`src/rtl/onehot_encoder_stream.sv`:
```
// onehot_encoder_stream: re-encodes a one-hot word to its binary index behind a registered valid/ready stage,
// flagging malformed words and keeping a saturating count of them.
module onehot_encoder_stream #(
    parameter int WIDTH = 16,
    localparam int BIN_W = $clog2(WIDTH),
    parameter int CNT_W = 8
) (
    input  logic             clk,
    input  logic             rst_n,
    input  logic             in_valid,
    output logic             in_ready,
    input  logic [WIDTH-1:0] one_hot,
    output logic             out_valid,
    input  logic             out_ready,
    output logic [BIN_W-1:0] binary,
    output logic             err,
    output logic [CNT_W-1:0] err_count
);
    logic [BIN_W-1:0] idx;
    logic bad, accept;
    assign in_ready = rst_n && (!out_valid || out_ready);
    assign accept = in_valid && in_ready;
    assign bad = ~|one_hot || |(one_hot & (one_hot - 1'b1));
    // Scan downward so the lowest set bit wins on multi-hot words.
    always_comb begin
        idx = '0;
        for (int i = WIDTH - 1; i >= 0; i--)
            if (one_hot[i]) idx = i[BIN_W-1:0];
    end
    always_ff @(posedge clk) begin
        if (!rst_n) begin
            out_valid <= 1'b0;
            binary <= '0;
            err <= 1'b0;
            err_count <= '0;
        end else begin
            if (accept) begin
                out_valid <= 1'b1;
                binary <= idx;
                err <= bad;
            end else if (out_ready) begin
                out_valid <= 1'b0;
            end
            if (accept && bad && err_count != '1) err_count <= err_count + 1'b1;
        end
    end
endmodule

```
`config.mk`:
```
export PLATFORM = sky130hd
export DESIGN_NAME = onehot_encoder_stream
export DESIGN_NICKNAME = d
export VERILOG_FILES = /design/src/rtl/onehot_encoder_stream.sv
export SDC_FILE = /design/constraint.sdc
export NUM_CORES = 1
export LEC_CHECK = 0
export ABC_CLOCK_PERIOD_IN_PS = 3100
export CAP_MARGIN = 20
export CORE_MARGIN = 2
export CORE_UTILIZATION = 44
export CTS_CLUSTER_SIZE = 16
export DETAILED_ROUTE_END_ITERATION = 6
export PLACE_DENSITY = 0.86
export SETUP_SLACK_MARGIN = 0.2
export SYNTH_ARGS = -nofsm -noshare
export SYNTH_HDL_FRONTEND = slang
export SYNTH_SLANG_ARGS = --single-unit
```
`constraint.sdc`:
```
create_clock -name clk -period 3.1 [get_ports clk]
set_input_delay 0.62 -clock clk [delete_from_list [all_inputs] [get_ports clk]]
set_output_delay 0.62 -clock clk [all_outputs]
set_load 0.005 [all_outputs]
```
==> impl_metrics.tcl <==
set metrics [dict create \
    outcome "finished clean" \
    synth_seq_cells 14 \
    cts.reportedPaths.clkPinSlew_ns 0.09 \
    maximum_number_of_pins_on_one_net_before_global_route_repair 18 \
    globalRouteTotalUtil 0.217 \
    number_of_clock_sinks_seen_by_cts 14 \
    cp_data_required_time_ns 3.31 \
    dpl-instance-area_um2 1410 \
    floorplan.initialDensity 0.478 \
    rr_endpoint "err_count[7]" \
    syn-num-nets 139 \
    place_congestion 0.835 \
    p_per_area_nw_per_um2 292 \
    finish.cell_count_without_fillers 195 \
    post_drt_antenna_nets 0 \
    synth_warnings 0 \
    worst_hold_depth 2 \
    grt-ovfl-total 0 \
    setup_violations 0 \
    die_h_um 50.6 \
    drv_cap 0 \
    regToRegStartpoint "err_count[0]" \
    die_width_um 50.6 \
    finalHoldViolCount 0 \
    synth_top_cells_by_area "sky130_fd_sc_hd__dfxtp_1, sky130_fd_sc_hd__nand2_1, sky130_fd_sc_hd__nor2_1" \
    synth_async_sr_flop_share 0 \
    grt_first_pass_wirelength_mm 4.32 \
    worst-endpoint-arrival_ns 3.03 \
    nNetsFinal 190 \
    synth_edf_count 0 \
    synthTopCellsByCount "sky130_fd_sc_hd__dfxtp_1, sky130_fd_sc_hd__nand2_1, sky130_fd_sc_hd__nor2_1" \
    worst_slew_margin_rel 0.587 \
    netlist_cell_types 43 \
    worstHoldEndpoint "binary[1]" \
    numCtsBuffers 3 \
    synth_largest_area_cell "sky130_fd_sc_hd__dfxtp_1" \
    clk_path_buf_depth 2 \
    dpl_worst_slack_ns -0.0611 \
    seq_area_frac_synth 0.293 \
    timing.hold.worst.start "binary[1]" \
    worstSetupEndpointType "flip-flop" \
    fraction_of_final_layout_cells_sized_beyond_drive_strength_1 0.155 \
    synth.most_common_cell "sky130_fd_sc_hd__dfxtp_1" \
    tightestPinTransition_ns 0.613 \
    placement_rows 16 \
    hold_ws_ns 0.473 \
    cts_tree "done" \
    start_kind "input port" \
    timing.hold.worst.class "reg -> reg" \
    fin_crit_sh 0.909 \
    remaining_drc_errors 0 \
    cts_htree_levels 1 \
    vias_per_cell 5.92 \
    final_instance_area_um2 1470 \
    totalWireLength_mm 2.65 \
    max-vdd-ir-drop_v 0.000228 \
    antennaDiodeCount 0 \
    layout.filler_cells 151 \
    dp.final_hpwl_mm 2.11 \
    crit_type "in -> reg" \
    maxSlewViolCount 0 \
    floorplan.io_pins 35 \
    root_cell_of_the_clock_tree "sky130_fd_sc_hd__clkbuf_4" \
    syn_area_um2 956 \
    worstSkewPairLatency_ns 0.28 \
    postSynthCellCount 118 \
    setup_tns_ns 0 \
    reg2regPathDepth 5 \
    floorplan.core_area_um2 2000 \
    via_count_of_the_first_global_routing_pass 1050 \
    finalPower_mw 0.428 \
    final_period_demand_of_the_worst_path_ns 2.82 \
    regToRegSetupSlack_ns 1.38 \
    worst_clock_skew_ns 0.00550 \
    number_of_antenna_violations_at_the_first_check_in_global_routing 0 \
    routed-via-count 1155 \
    power_leakage_nw 0.518 \
    route.detailed.wl_per_inst_um 13.6 \
    timing.critical_path.fanout_max 7 \
    yosysTopAreaCellShare 0.293 \
    placedCellCount 190 \
    synth-main-ff-cell "sky130_fd_sc_hd__dfxtp_1" \
    io_buffer_count 34 \
    initialDrtViolationCount 26 \
    layout.core_utilization 0.732 \
    rsz_0062_raised_after_global_routing "no" \
    drt_pass1_iterations 4 \
    design.die.area_um2 2560 \
    fmaxAchievable_mhz 355 \
    flow.area_growth_from_synthesis_pct 53.3 \
    layout_setup_ws_ns 0.282 \
    synth.avg_cell_area_um2 8.10 \
]
-- metal layers --
metal / part of all wire / GRT usage / vias up
met5: 0 / 0 / -
met4: 0.0083 / 0.0676 / 0
met3: 0.048 / 0.0536 / 2
met2: 0.52 / 0.390 / 40
met1: 0.42 / 0.249 / 546
li1: - / - / 567
-- power breakdown --
group          leakage, nW  switching [mW]  internal (mW)
clock               0.0210          0.0618         0.0714
sequential           0.114         0.00496          0.186
combinational        0.384          0.0442         0.0601
-- layout by cell type, fill, tap and decap left out, types with 2 or more instances in the layout --
master / n
sky130_fd_sc_hd__clkdlybuf4s50_1: 34
sky130_fd_sc_hd__buf_4: 15
sky130_fd_sc_hd__dfxtp_1: 14
sky130_fd_sc_hd__nor2_1: 10
sky130_fd_sc_hd__nand2_1: 10
sky130_fd_sc_hd__nor3_1: 6
sky130_fd_sc_hd__nand3_1: 6
sky130_fd_sc_hd__nand2b_1: 4
sky130_fd_sc_hd__nor4_1: 4
sky130_fd_sc_hd__o31ai_1: 4
sky130_fd_sc_hd__a21oi_1: 4
sky130_fd_sc_hd__inv_1: 4
sky130_fd_sc_hd__a2111oi_0: 3
sky130_fd_sc_hd__and3_1: 3
sky130_fd_sc_hd__o21ai_0: 3
sky130_fd_sc_hd__o311ai_0: 3
sky130_fd_sc_hd__mux2i_1: 3
sky130_fd_sc_hd__clkbuf_4: 3
sky130_fd_sc_hd__and2_1: 2
sky130_fd_sc_hd__or4_1: 2
sky130_fd_sc_hd__a211oi_1: 2
sky130_fd_sc_hd__maj3_1: 2
sky130_fd_sc_hd__o211ai_1: 2
sky130_fd_sc_hd__nor2b_1: 2
sky130_fd_sc_hd__a21boi_0: 2
-- logic make-up (layout without fill, tap and decap cells) --
group / after synthesis / count (layout) / share of synthesized area
AND/OR/NAND/NOR: 57 / 57 / 0.331
AO/OA/AOI/OAI: 34 / 34 / 0.271
flip-flops: 14 / 14 / 0.293
buffers and inverters: 7 / 57 / 0.0393
adder cells (fa/ha/maj): 3 / 3 / 0.0340
multiplexers: 3 / 3 / 0.0314
-- sequential cells by signal, summed over array words and instances, names as in the netlist --
name	count
binary	4
err	1
out_valid	1
err_count	8
-- critical path: stages --
cell                              delay, ns
sky130_fd_sc_hd__clkdlybuf4s50_1       0.42
sky130_fd_sc_hd__or4_1                 0.68
sky130_fd_sc_hd__o31a_1                0.31
sky130_fd_sc_hd__o211ai_2              0.18
sky130_fd_sc_hd__nor3_2                0.08
sky130_fd_sc_hd__buf_4                 0.16
sky130_fd_sc_hd__nor4_1                0.37
sky130_fd_sc_hd__mux2i_1               0.21
-- final cells by class --
| type | instances | area (um^2) | area share |
|---|---|---|---|
| tap | 27 | 33.8 | 0.0231 |
| timing repair buffer | 49 | 453 | 0.309 |
| multi-input combinational | 97 | 647 | 0.442 |
| clock buffer | 4 | 36.3 | 0.0248 |
| sequential | 14 | 280 | 0.191 |
| inverter | 4 | 15.0 | 0.0102 |
-- worst max-delay path by stage --
stage | cells past startpoint | end | start | slack (ns)
finish | 8 | err_count[5] | one_hot[4] | 0.28
global route | 8 | err_count[5] | one_hot[4] | 0.20
CTS | 7 | err_count[6] | one_hot[0] | 0.25
detailed placement | 7 | err_count[6] | one_hot[0] | -0.06
global placement | 7 | err_count[6] | one_hot[0] | 0.1
floorplan | 7 | err_count[6] | one_hot[0] | 0.52
-- timing repair --
item	4_1_cts	5_1_grt
hold buffers	0	0
setup buffers	0	1
setup endpoints to repair	0	2
gates resized for setup	0	2
No activity file was read; power rests on OpenSTA's default activity.
